--- config.mk ---
export PLATFORM = sky130hd
export DESIGN_NAME = mem_stage_access_unit
export DESIGN_NICKNAME = d
export VERILOG_FILES = /design/src/rtl/mem_stage_access_unit.sv
export SDC_FILE = /design/constraint.sdc
export NUM_CORES = 1
export LEC_CHECK = 0
export BUFFER_PORTS_ARGS = -buffer_cell sky130_fd_sc_hd__clkbuf_2
export CAP_MARGIN = 0
export CELL_PAD_IN_SITES_DETAIL_PLACEMENT = 1
export CELL_PAD_IN_SITES_GLOBAL_PLACEMENT = 1
export CORE_MARGIN = 2
export CORE_UTILIZATION = 40
export CTS_CLUSTER_SIZE = 20
export DETAILED_ROUTE_END_ITERATION = 10
export PLACE_DENSITY_LB_ADDON = 0.2
export SLEW_MARGIN = 20
export SYNTH_ARGS = -nofsm -noshare
export SYNTH_HDL_FRONTEND = slang
export SYNTH_SLANG_ARGS = --single-unit
--- constraint.sdc ---
create_clock -name Clk -period 4.6 [get_ports Clk]
set_input_delay 0.23 -clock Clk [delete_from_list [all_inputs] [get_ports Clk]]
set_output_delay 0.23 -clock Clk [all_outputs]
set_load 0.1 [all_outputs]
--- src/rtl/mem_stage_access_unit.sv ---
// MEM-stage access unit: turns EX/MEM load/store controls into a req/ready word-memory access.
// Latency: 2 stall cycles minimum per op (IDLE accept + one WAIT); LoadDataOut registered into DONE.
// Backpressure: StallOut holds earlier stages until DONE/ERR; MemReqOut held until MemReadyIn or timeout.
module mem_stage_access_unit #(
  parameter int ADDR_W  = 14,
  parameter int TIMEOUT = 16
) (
  input  logic              Clk,
  input  logic              Rst_n,
  input  logic              MemReadIn,
  input  logic              MemWriteIn,
  input  logic [1:0]        bytes2LoadIn,
  input  logic [1:0]        bytes2StoreIn,
  input  logic              LoadSignedIn,
  input  logic [31:0]       ALUResultIn,
  input  logic [31:0]       MemWriteDataIn,
  output logic              MemReqOut,
  output logic              MemWeOut,
  output logic [3:0]        MemBeOut,
  output logic [ADDR_W-1:0] MemAddrOut,
  output logic [31:0]       MemWdataOut,
  input  logic [31:0]       MemRdataIn,
  input  logic              MemReadyIn,
  output logic [31:0]       LoadDataOut,
  output logic              StallOut,
  output logic              AlignErrOut,
  output logic              TimeoutErrOut
);

  localparam int TW = $clog2(TIMEOUT + 1);
  localparam logic [TW-1:0] TLAST = TW'(TIMEOUT - 1);
  localparam logic [TW-1:0] TMAX  = TW'(TIMEOUT);

  typedef enum logic [1:0] {S_IDLE, S_WAIT, S_DONE, S_ERR} state_t;

  state_t            state_q, state_d;
  logic [TW-1:0]     timer_q, timer_d;
  logic              we_q, sign_q, err_to_q, err_to_d;
  logic [3:0]        be_q;
  logic [ADDR_W-1:0] addr_q;
  logic [31:0]       wdata_q, load_q;
  logic [1:0]        size_q, off_q;
  logic              accept, capture, to_err;

  // Incoming operation decode (size follows the active op; both-set is an error anyway)
  logic        op, both, misalign;
  logic [1:0]  size_in, off_in;
  logic [3:0]  be_in;
  logic [31:0] wdata_in;
  logic        unused_addr_hi;

  assign op      = MemReadIn | MemWriteIn;
  assign both    = MemReadIn & MemWriteIn;
  assign size_in = MemWriteIn ? bytes2StoreIn : bytes2LoadIn;
  assign off_in  = ALUResultIn[1:0];
  assign unused_addr_hi = ^ALUResultIn[31:ADDR_W+2];

  // Lane steering for the incoming op: alignment, byte enables, replicated write data
  always_comb begin
    misalign = 1'b0;
    be_in    = 4'b1111;
    wdata_in = MemWriteDataIn;
    case (size_in)
      2'b10: begin
        be_in    = 4'b0001 << off_in;
        wdata_in = {4{MemWriteDataIn[7:0]}};
      end
      2'b01: begin
        misalign = off_in[0];
        be_in    = 4'b0011 << off_in;
        wdata_in = {2{MemWriteDataIn[15:0]}};
      end
      default: misalign = |off_in;
    endcase
  end

  // Load extraction from the returned word using the latched offset/size/sign
  logic [31:0] r_sh, ld_ext;
  assign r_sh = MemRdataIn >> {off_q, 3'b000};
  always_comb begin
    ld_ext = MemRdataIn;
    case (size_q)
      2'b10:   ld_ext = sign_q ? {{24{r_sh[7]}}, r_sh[7:0]}   : {24'b0, r_sh[7:0]};
      2'b01:   ld_ext = sign_q ? {{16{r_sh[15]}}, r_sh[15:0]} : {16'b0, r_sh[15:0]};
      default: ld_ext = MemRdataIn;
    endcase
  end

  // State and timer registers
  always_ff @(posedge Clk or negedge Rst_n) begin
    if (!Rst_n) begin
      state_q <= S_IDLE;
      timer_q <= '0;
    end else begin
      state_q <= state_d;
      timer_q <= timer_d;
    end
  end

  // Next-state logic: accept/reject in IDLE, wait for ready or timeout, single-cycle DONE/ERR
  always_comb begin
    state_d  = state_q;
    timer_d  = timer_q;
    err_to_d = 1'b0;
    accept   = 1'b0;
    capture  = 1'b0;
    to_err   = 1'b0;
    case (state_q)
      S_IDLE: begin
        if (op) begin
          if (both || misalign) begin
            state_d = S_ERR;
            to_err  = 1'b1;
          end else begin
            state_d = S_WAIT;
            timer_d = '0;
            accept  = 1'b1;
          end
        end
      end
      S_WAIT: begin
        timer_d = (timer_q == TMAX) ? timer_q : timer_q + TW'(1);
        if (MemReadyIn) begin
          state_d = S_DONE;
          capture = ~we_q;
        end else if (timer_q == TLAST) begin
          state_d  = S_ERR;
          err_to_d = 1'b1;
          to_err   = 1'b1;
        end
      end
      S_DONE:  state_d = S_IDLE;
      default: state_d = S_IDLE;
    endcase
  end

  // Request latch, error cause and load result registers
  always_ff @(posedge Clk or negedge Rst_n) begin
    if (!Rst_n) begin
      we_q     <= 1'b0;
      sign_q   <= 1'b0;
      be_q     <= '0;
      addr_q   <= '0;
      wdata_q  <= '0;
      size_q   <= '0;
      off_q    <= '0;
      err_to_q <= 1'b0;
      load_q   <= '0;
    end else begin
      if (accept) begin
        we_q    <= MemWriteIn;
        sign_q  <= LoadSignedIn;
        be_q    <= be_in;
        addr_q  <= ALUResultIn[ADDR_W+1:2];
        wdata_q <= wdata_in;
        size_q  <= size_in;
        off_q   <= off_in;
      end
      if (to_err) begin
        err_to_q <= err_to_d;
        load_q   <= '0;
      end else if (capture) begin
        load_q <= ld_ext;
      end
    end
  end

  // Request bus is only driven while the request is live; stall is forced low during reset
  assign MemReqOut     = (state_q == S_WAIT);
  assign MemWeOut      = MemReqOut & we_q;
  assign MemBeOut      = MemReqOut ? be_q    : '0;
  assign MemAddrOut    = MemReqOut ? addr_q  : '0;
  assign MemWdataOut   = MemReqOut ? wdata_q : '0;
  assign StallOut      = Rst_n & (MemReqOut | ((state_q == S_IDLE) & op));
  assign AlignErrOut   = (state_q == S_ERR) & ~err_to_q;
  assign TimeoutErrOut = (state_q == S_ERR) &  err_to_q;
  assign LoadDataOut   = load_q;

endmodule
==> Word level (Yosys, flattened, before mapping) <==
Index checks and enable logic that the tools add are counted.
{ "op_classes": {"shifts": 3, "addsub": 1, "n_mux": 32, "n_reduce_logical": 7, "n_eq_ne": 12, "bitwise_logic": 10} }
{ "ops": {"columns": ["cell", "count"], "rows": [
  ["two-way mux 32 bit", 5],
  ["one-hot mux 32 bit (2 select lines)", 2],
  [">> shifter 32 x 5 -> 16 bit", 1],
  ["two-way mux 5 bit", 3],
  ["two-way mux 14 bit", 1],
  ["two-way mux 1 bit", 10],
  ["two-way mux 2 bit", 5],
  ["one-hot mux 5 bit (2 select lines)", 1],
  ["one-hot mux 4 bit (2 select lines)", 1],
  ["bitwise AND 1 bit", 6],
  ["== test 2 x 1 -> 1 bit (second input constant)", 3],
  ["== test 2 bit (second input constant)", 3],
  ["inequality test 2 bit (second input constant)", 3],
  ["adder 5 x 1 -> 5 bit (second input constant)", 1],
  ["== test 5 x 4 -> 1 bit (second input constant)", 1],
  ["== test 5 bit (second input constant)", 1],
  ["two-way mux 4 bit", 1],
  ["one-hot mux 1 bit (2 select lines)", 2],
  ["one-hot mux 2 bit (2 select lines)", 1],
  ["AND reduction 4 bit", 1],
  ["nonzero test 2 bit", 2],
  ["left shift 1 x 2 -> 4 bit (first input constant)", 1],
  ["left shift 2 x 2 -> 4 bit (first input constant)", 1],
  ["inequality test 3 x 1 -> 1 bit (second input constant)", 1],
  ["other kinds (6)", 8]
]} }
{ "word_totals": {"word_cells": 76, "input_bits": 106, "out_inout_bits": 87, "reg_bits": 96} }

==> Depth between registers and ports, before layout <==
Gate-level depths: netlist of the first run.
{ "depth": {"word_depth": 8, "ltp_mapped": 11, "mapped_depth_nobuf": 7} }

==> Least setup slack after synthesis of the first run <==
Ideal clock, no wire load.
{ "synth_path": {"path_kind": "reg-to-output", "startpoint": "register state_q[0]", "endpoint": "output AlignErrOut", "arrival_time_ns": 2.707, "required_time_ns": 4.370, "slack_ns": 1.663, "path_buffers": 1, "path_stages_with_launch": 4, "cell_sequence": "dfrtp_1 > clkbuf_1 > inv_1 > nor3_1"} }
{ "synth_between": {"elab_chain_len": 2} }
{ "synth_rtl": {"columns": ["item", "line", "text"], "rows": [
  ["start, declared", "36", "state_t state_q, state_d;"],
  ["start signal, assigned", "95", "state_q <= state_d;"],
  ["== test 2 bit", "175", "assign AlignErrOut = (state_q == S_ERR) & ~err_to_q;"],
  ["bitwise AND 1 bit", "175", null],
  ["end, declared", "26", "output logic AlignErrOut,"]
]} }
Every way passes these cells.

==> Final worst setup path of the first run <==
{ "layout_path": {"startpoint": "input MemWriteIn", "endpoint": "register addr_q[13]"} }
{ "layout_between": {"elab_chain_len": 7, "word_cells_on_any_way": 10, "classes_between": "eq/ne: 2; mux: 5; bitwise: 2; reduce/logical: 1"} }
{ "layout_rtl": {"columns": ["item", "line", "text"], "rows": [
  ["start, declared", "11", "input logic MemWriteIn,"],
  ["two-way mux 2 bit *", "54", "assign size_in = MemWriteIn ? bytes2StoreIn : bytes2LoadIn;"],
  ["via size_in[1]", "47", "logic [1:0] size_in, off_in;"],
  ["== test 2 x 1 -> 1 bit or == test 2 bit (tied branches)", "63", "case (size_in)"],
  ["one-hot mux 1 bit (2 select lines) *", "63", null],
  ["logical OR 1 bit *", "111", "if (both || misalign) begin"],
  ["two-way mux 1 bit *", "111", null],
  ["two-way mux 1 bit *", "110", "if (op) begin"],
  ["two-way mux 1 bit *", "108", "case (state_q)"],
  ["end signal, assigned", "154", "addr_q <= ALUResultIn[ADDR_W+1:2];"],
  ["end, declared", "40", "logic [ADDR_W-1:0] addr_q;"]
]} }
The timed path passes the listed nets; every way through them passes the cells marked *.
A chain may end at the register's enable or synchronous reset.

==> run summary, run 1 <==
Nets -> 747
Setup repair after global routing missed its margin -> false
Post-DP HPWL -> 11.4 mm
GRT Overall Usage -> 23.0%
Layout cells sized above 1 -> 37.6%
Max Clk Rate -> 303 MHz
Ant diodes -> 0
Post-Syn Nets -> 587
Starting Density -> 40.7%
Reg2reg setup slack -> 2.06 ns
Drt total wl -> 15.4 mm
Number of vias per cell -> 5.57
Top FF cell, synth -> dfrtp_1
Cells after DPL -> 794
CTS resizes -> 0
CTS clk-pin slew, worst paths -> 0.07 ns
Finished Layout Cells -> 810
TNS Setup -> 0 ns
Final Hold Fails -> 0
I/O pin count -> 193
Clk Latency, worst-skew pair -> 0.36 ns
CTS Root Cell -> clkbuf_16
Vias -> 4514
First-pass iteration count of the detailed router -> 4
Synth async-reset ratio -> 100%
Area contributors post-synth -> dfrtp_1, mux2_2, and2_1, mux2i_1, a221o_1
Core Region -> 12500 sq um
Setup-failing EPs final -> 0
DR iter-0 viols -> 237
Placed cell areas -> 6060 sq um
Syn avg cell area -> 10.7 sq um
Critical path startpoint -> MemWriteIn
H-tree Lvls -> 3
Cell variety after synth -> 45
Num CTS Buffers -> 9
I/O Buffers -> 176
Post-DRT Antenna Nets -> 0
Crit Path Class -> primary input to register
CTS sink count -> 96
Placer Congestion -> 0.810
Sequential fraction of the synthesis area -> 47.2%
Finished Cell Area -> 6360 sq um
Crit Reg-Reg Startpoint -> state_q[1]
Dpl ws -> 0.946 ns
Commonest cells in the netlist -> dfrtp_1, and2_1, mux2_2, o21ai_0, inv_1
CP Launch Type -> primary input
CTS tree -> built
Synthesized flop and latch total -> 96
WP data required -> 4.84 ns
R2R depth -> 5
Die Footprint -> 13600 sq um
First-pass GRT wire length -> 24.1 mm
Tmin final -> 3.30 ns
CP Capture Type -> register
Most common cell in the synthesized netlist -> dfrtp_1
Crit Path Max Fanout -> 29
Vias in the first global route -> 4779
Reg2reg end -> addr_q[13]
Mapped cell area -> 5090 sq um
Ys Warns -> 0
Worst hold path class -> primary input to register
# hold bufs at CTS -> 1
Final period util -> 71.7%
Wirelength per Cell -> 19.0 microns
Die Ht -> 117 microns
Slew Limit Fails -> 0
Chip width -> 117 microns
Site Rows -> 41
Final worst setup slack -> 1.30 ns
Critical path arrival -> 3.54 ns
CTS Buffer Depth -> 2
Remaining DRCs -> 0
Fin Clk Skew -> 0.0119 ns
Grt total ovfl -> 0
Worst Max-Slew Pin Slew -> 1.02 ns
Post-CTS Setup Repair Bufs -> 0
Post-synth EDFFs -> 0
Layout area overhead -> 24.8%
Status -> finished, final reports clean
Largest area contributor in the netlist -> dfrtp_1
Max Cap Viol -> 0
Crit path capture -> addr_q[13]
Max transition margin -> 32.2%
Largest net degree at the start of global routing -> 57
Synthesized instance count -> 474
Initial antenna violation count -> 0
Yosys top cell area share -> 47.2%
routing by layer:
| metal | share of wire [%] | GRT usage (%) |
|---|---|---|
| met5 | 0 | 0 |
| met4 | 1.8 | 8.31 |
| met3 | 6.2 | 5.30 |
| met2 | 49 | 39.0 |
| met1 | 43 | 28.8 |
cell families (layout without fill, tap and decap cells):
| group | after synthesis | in the layout | synth area share [%] |
|---|---|---|---|
| AO/OA/AOI/OAI | 137 | 137 | 20.0 |
| XOR/XNOR | 1 | 1 | 0.172 |
| adder cells (fa/ha/maj) | 7 | 7 | 1.72 |
| buffers and inverters | 63 | 227 | 5.72 |
| flip-flops | 96 | 96 | 47.2 |
| multiplexers | 62 | 62 | 13.1 |
| AND/OR/NAND/NOR | 108 | 108 | 12.1 |
layout by cell type (no fill, tap or decap), types with 2 or more instances in the layout:
| master | count |
|---|---|
| a21o_1 | 2 |
| a21oi_1 | 14 |
| a221o_1 | 16 |
| a22o_1 | 11 |
| a22oi_1 | 8 |
| a31oi_1 | 2 |
| a32oi_1 | 16 |
| and2_1 | 54 |
| and3_1 | 2 |
| buf_4 | 9 |
| clkbuf_16 | 9 |
| clkbuf_2 | 175 |
| clkbuf_8 | 2 |
| clkinv_4 | 2 |
| dfrtp_1 | 96 |
| ha_1 | 7 |
| inv_1 | 26 |
| mux2_2 | 38 |
| mux2i_1 | 24 |
| nand2_1 | 16 |
| nand2b_1 | 2 |
| nand3_1 | 2 |
| nand3b_1 | 2 |
| nor2_1 | 7 |
| nor3_1 | 13 |
| nor4bb_1 | 2 |
| o211ai_1 | 3 |
| o21ai_0 | 30 |
| o21bai_1 | 2 |
| o221ai_1 | 9 |
| o22ai_1 | 2 |
| o2bb2ai_1 | 15 |
| or4_1 | 2 |
worst min path at each step:
stage                       start  depth (start not counted)  slack (ns)              end
2_1_floorplan               Rst_n                          0       -0.07   LoadDataOut[0]
3_3_place_gp                Rst_n                          1        0.25  LoadDataOut[18]
3_5_place_dp                Rst_n                          1        0.26  LoadDataOut[18]
4_1_cts             MemRdataIn[1]                          3        0.09   LoadDataOut[1]
5_1_grt        MemWriteDataIn[27]                          2        0.11      wdata_q[27]
6_report           ALUResultIn[6]                          2        0.10        addr_q[4]
registers in the layout (all words and copies together) (netlist names):
| register | count |
|---|---|
| addr_q | 14 |
| timer_q | 5 |
| state_q | 2 |
| off_q | 2 |
| LoadDataOut | 32 |
| sign_q | 1 |
| err_to_q | 1 |
| size_q | 2 |
| we_q | 1 |
| be_q | 4 |
| wdata_q | 32 |
through the flow:
stage | hold slack [ns] | util (%)
detailed placement | 0.256 | 48.4
global route | 0.112 | 50.8
global placement | 0.253 | 48.4
floorplan | -0.0656 | -
finish | 0.101 | 50.8
CTS | 0.0905 | 50.8
critical path, stage by stage:
cell,delay (ns)
clkbuf_2,0.18
mux2_2,0.40
inv_1,0.07
ha_1,0.48
o21a_1,0.25
or2_1,0.53
or2_2,0.68
buf_4,0.34
mux2_2,0.37
area by class of cell:
| type | count | area [sq um] |
|---|---|---|
| fill | 1484 | 6160 |
| inverter | 27 | 101 |
| timing repair buffer | 185 | 953 |
| clock buffer | 11 | 253 |
| tap | 172 | 215 |
| multi-input combinational | 315 | 2400 |
| sequential | 96 | 2400 |
| clock inverter | 4 | 30.0 |
Power of run 1 is not shown: default switching activity piles up to over one toggle a cycle in this logic, so the estimate is an artifact.
==> run 2, diff against run 1 <==
--- a/config.mk
+++ b/config.mk
@@ -10,7 +10,7 @@
 export CELL_PAD_IN_SITES_DETAIL_PLACEMENT = 1
 export CELL_PAD_IN_SITES_GLOBAL_PLACEMENT = 1
 export CORE_MARGIN = 2
-export CORE_UTILIZATION = 40
+export CORE_UTILIZATION = 37
 export CTS_CLUSTER_SIZE = 20
 export DETAILED_ROUTE_END_ITERATION = 10
 export PLACE_DENSITY_LB_ADDON = 0.2
==> constraint.sdc (replaced) <==
create_clock -name Clk -period 3.3 [get_ports Clk]
set_input_delay 0.165 -clock Clk [delete_from_list [all_inputs] [get_ports Clk]]
set_output_delay 0.165 -clock Clk [all_outputs]
set_load 0.1 [all_outputs]
==> run 2 against run 1 <==
Effect of this change:
- core utilization down 2.6 points
- first-iteration DRC count up 1.7%
- critical path depth down 3
==> run summary, run 2 (same netlist as run 1, synthesis figures left out) <==
CP Capture Type -> output pin
CTS clk-pin slew, worst paths -> 0.06 ns (about the same)
Wirelength per Cell -> 19.0 microns (-0.34%)
Clk Latency, worst-skew pair -> 0.35 ns (about the same)
Reg2reg end -> addr_q[9]
Chip width -> 121 microns (+3.8%)
Layout area overhead -> 26.2%
Number of vias per cell -> 5.43 (-2.6%)
Most common cell after layout, fill and taps aside -> clkbuf_2
CP max stage cell -> dfrtp_1
Nets -> 751 (+0.54%)
CTS tree -> built
# hold bufs at CTS -> 1 (unchanged)
GRT Overall Usage -> 21.9% (-1.1 points)
Crit Reg-Reg Startpoint -> state_q[1]
Hold path depth -> 2 (unchanged)
GR peak layer -> met2
WHS Endpoint -> addr_q[3]
Placer Congestion -> 0.790 (-2.5%)
Setup repair after global routing missed its margin -> false
Reg2reg setup slack -> 0.86 ns (-1.20 ns)
Worst Max-Slew Pin Slew -> 0.948 ns (-0.0697 ns)
First-pass iteration count of the detailed router -> 4 (unchanged)
CTS resizes -> 0 (unchanged)
Post-DRT Antenna Nets -> 0 (unchanged)
H-tree Lvls -> 3 (unchanged)
Finished Cell Area -> 6430 sq um (+1.1%)
Ant diodes -> 0 (unchanged)
Final period util -> 76.9%
Met1 usage -> 28.7% (-0.11 points)
Max Clk Rate -> 394 MHz
Met2 Track Usage GR -> 35.2% (-3.8 points)
I/O pin count -> 193 (unchanged)
First-pass GRT wire length -> 25.2 mm (+4.2%)
Remaining DRCs -> 0 (unchanged)
Crit Path Max Fanout -> 52 (+79%)
CP cell instances -> clkinv_1, nand2_1, inv_1, buf_4, and2_1, clkbuf_2
CTS sink count -> 96 (unchanged)
Largest stage delay on the critical path -> 0.47 ns (-0.21 ns)
TNS Setup -> 0 ns (unchanged)
Filler cells -> 1550 (+4.4%)
Vias -> 4440 (-1.6%)
Layout cells sized above 1 -> 37.7% (+0.077 points)
Final Hold Fails -> 0 (unchanged)
WP data required -> 3.13 ns (-1.71 ns)
Vias in the first global route -> 4700 (-1.7%)
Crit path buffers/inverters -> 4 (+1)
CTS Root Cell -> clkbuf_16
Setup-failing EPs final -> 0 (unchanged)
Slew Limit Fails -> 0 (unchanged)
Starting Density -> 38.2% (-2.5 points)
Worst hold path class -> primary input to register
Site Rows -> 42 (+2.4%)
CTS Buffer Depth -> 2 (unchanged)
Post-DP HPWL -> 11.6 mm (+1.7%)
Critical path arrival -> 2.37 ns (-1.17 ns)
Max Cap Viol -> 0 (unchanged)
Initial antenna violation count -> 0 (unchanged)
Post-CTS Setup Repair Bufs -> 0 (unchanged)
Hold path startpoint -> ALUResultIn[5]
Tmin final -> 2.54 ns
Die Ht -> 121 microns (+3.8%)
M3 GR Usage -> 6.25% (+0.95 points)
Core Region -> 13300 sq um (+6.6%)
Delay-heaviest family, CP -> buffers and inverters
Largest net degree at the start of global routing -> 53 (-7.0%)
Most frequent cells in the layout -> clkbuf_2, dfrtp_1, and2_1
Crit Path Class -> register to output pin
Num CTS Buffers -> 9 (unchanged)
Fin Clk Skew -> 0.00507 ns (-0.00681 ns)
R2R depth -> 5 (unchanged)
Status -> finished, final reports clean
Grt total ovfl -> 0 (unchanged)
Die Footprint -> 14700 sq um (+7.8%)
Drt total wl -> 15.5 mm (+0.64%)
CP Launch Type -> register
I/O Buffers -> 176 (unchanged)
DR iter-0 viols -> 241 (+1.7%)
Placed cell areas -> 6100 sq um (+0.58%)
Max transition margin -> 36.8% (+4.6 points)
## run 2: metal layers
layer / part of all wire [%] / vias up
met2: 47 / 142
met3: 6.6 / 22
met5: 0 / -
met1: 44 / 2208
li1: - / 2068
met4: 2.0 / 0
## run 2: through the flow
step | std cells | setup slack [ns] | hold slack, ns | utilization, %
global placement | 802 | 0.531 | 0.230 | 45.7
detailed placement | 802 | 0.470 | 0.245 | 45.7
finish | 818 | 0.761 | 0.0475 | 48.2
floorplan | 474 | 0.428 | -0.131 | -
global route | 818 | 0.620 | 0.0387 | 48.2
CTS | 818 | 0.753 | 0.0364 | 48.2
## run 2: worst max-delay path by stage
stage	end	depth (start not counted)	from	slack (ns)
final	MemWdataOut[4]	6	state_q[1]	0.76
after global routing	MemWdataOut[4]	6	state_q[1]	0.62
after CTS	MemWdataOut[13]	6	state_q[1]	0.75
after detailed placement	be_q[3]	9	MemWriteIn	0.47
after global placement	be_q[3]	9	MemWriteIn	0.53
after floorplan	AlignErrOut	3	state_q[0]	0.43
## run 2: cell type report
class                      count  area, sq um  area share (%)
sequential                    96         2400            37.4
inverter                      27          101            1.58
timing repair buffer         189          983            15.3
multi-input combinational    315         2400            37.3
clock inverter                 3         65.1            1.01
clock buffer                  12          256            3.99
tap                          176          220            3.43
Power of run 2 is left out for the same reason.
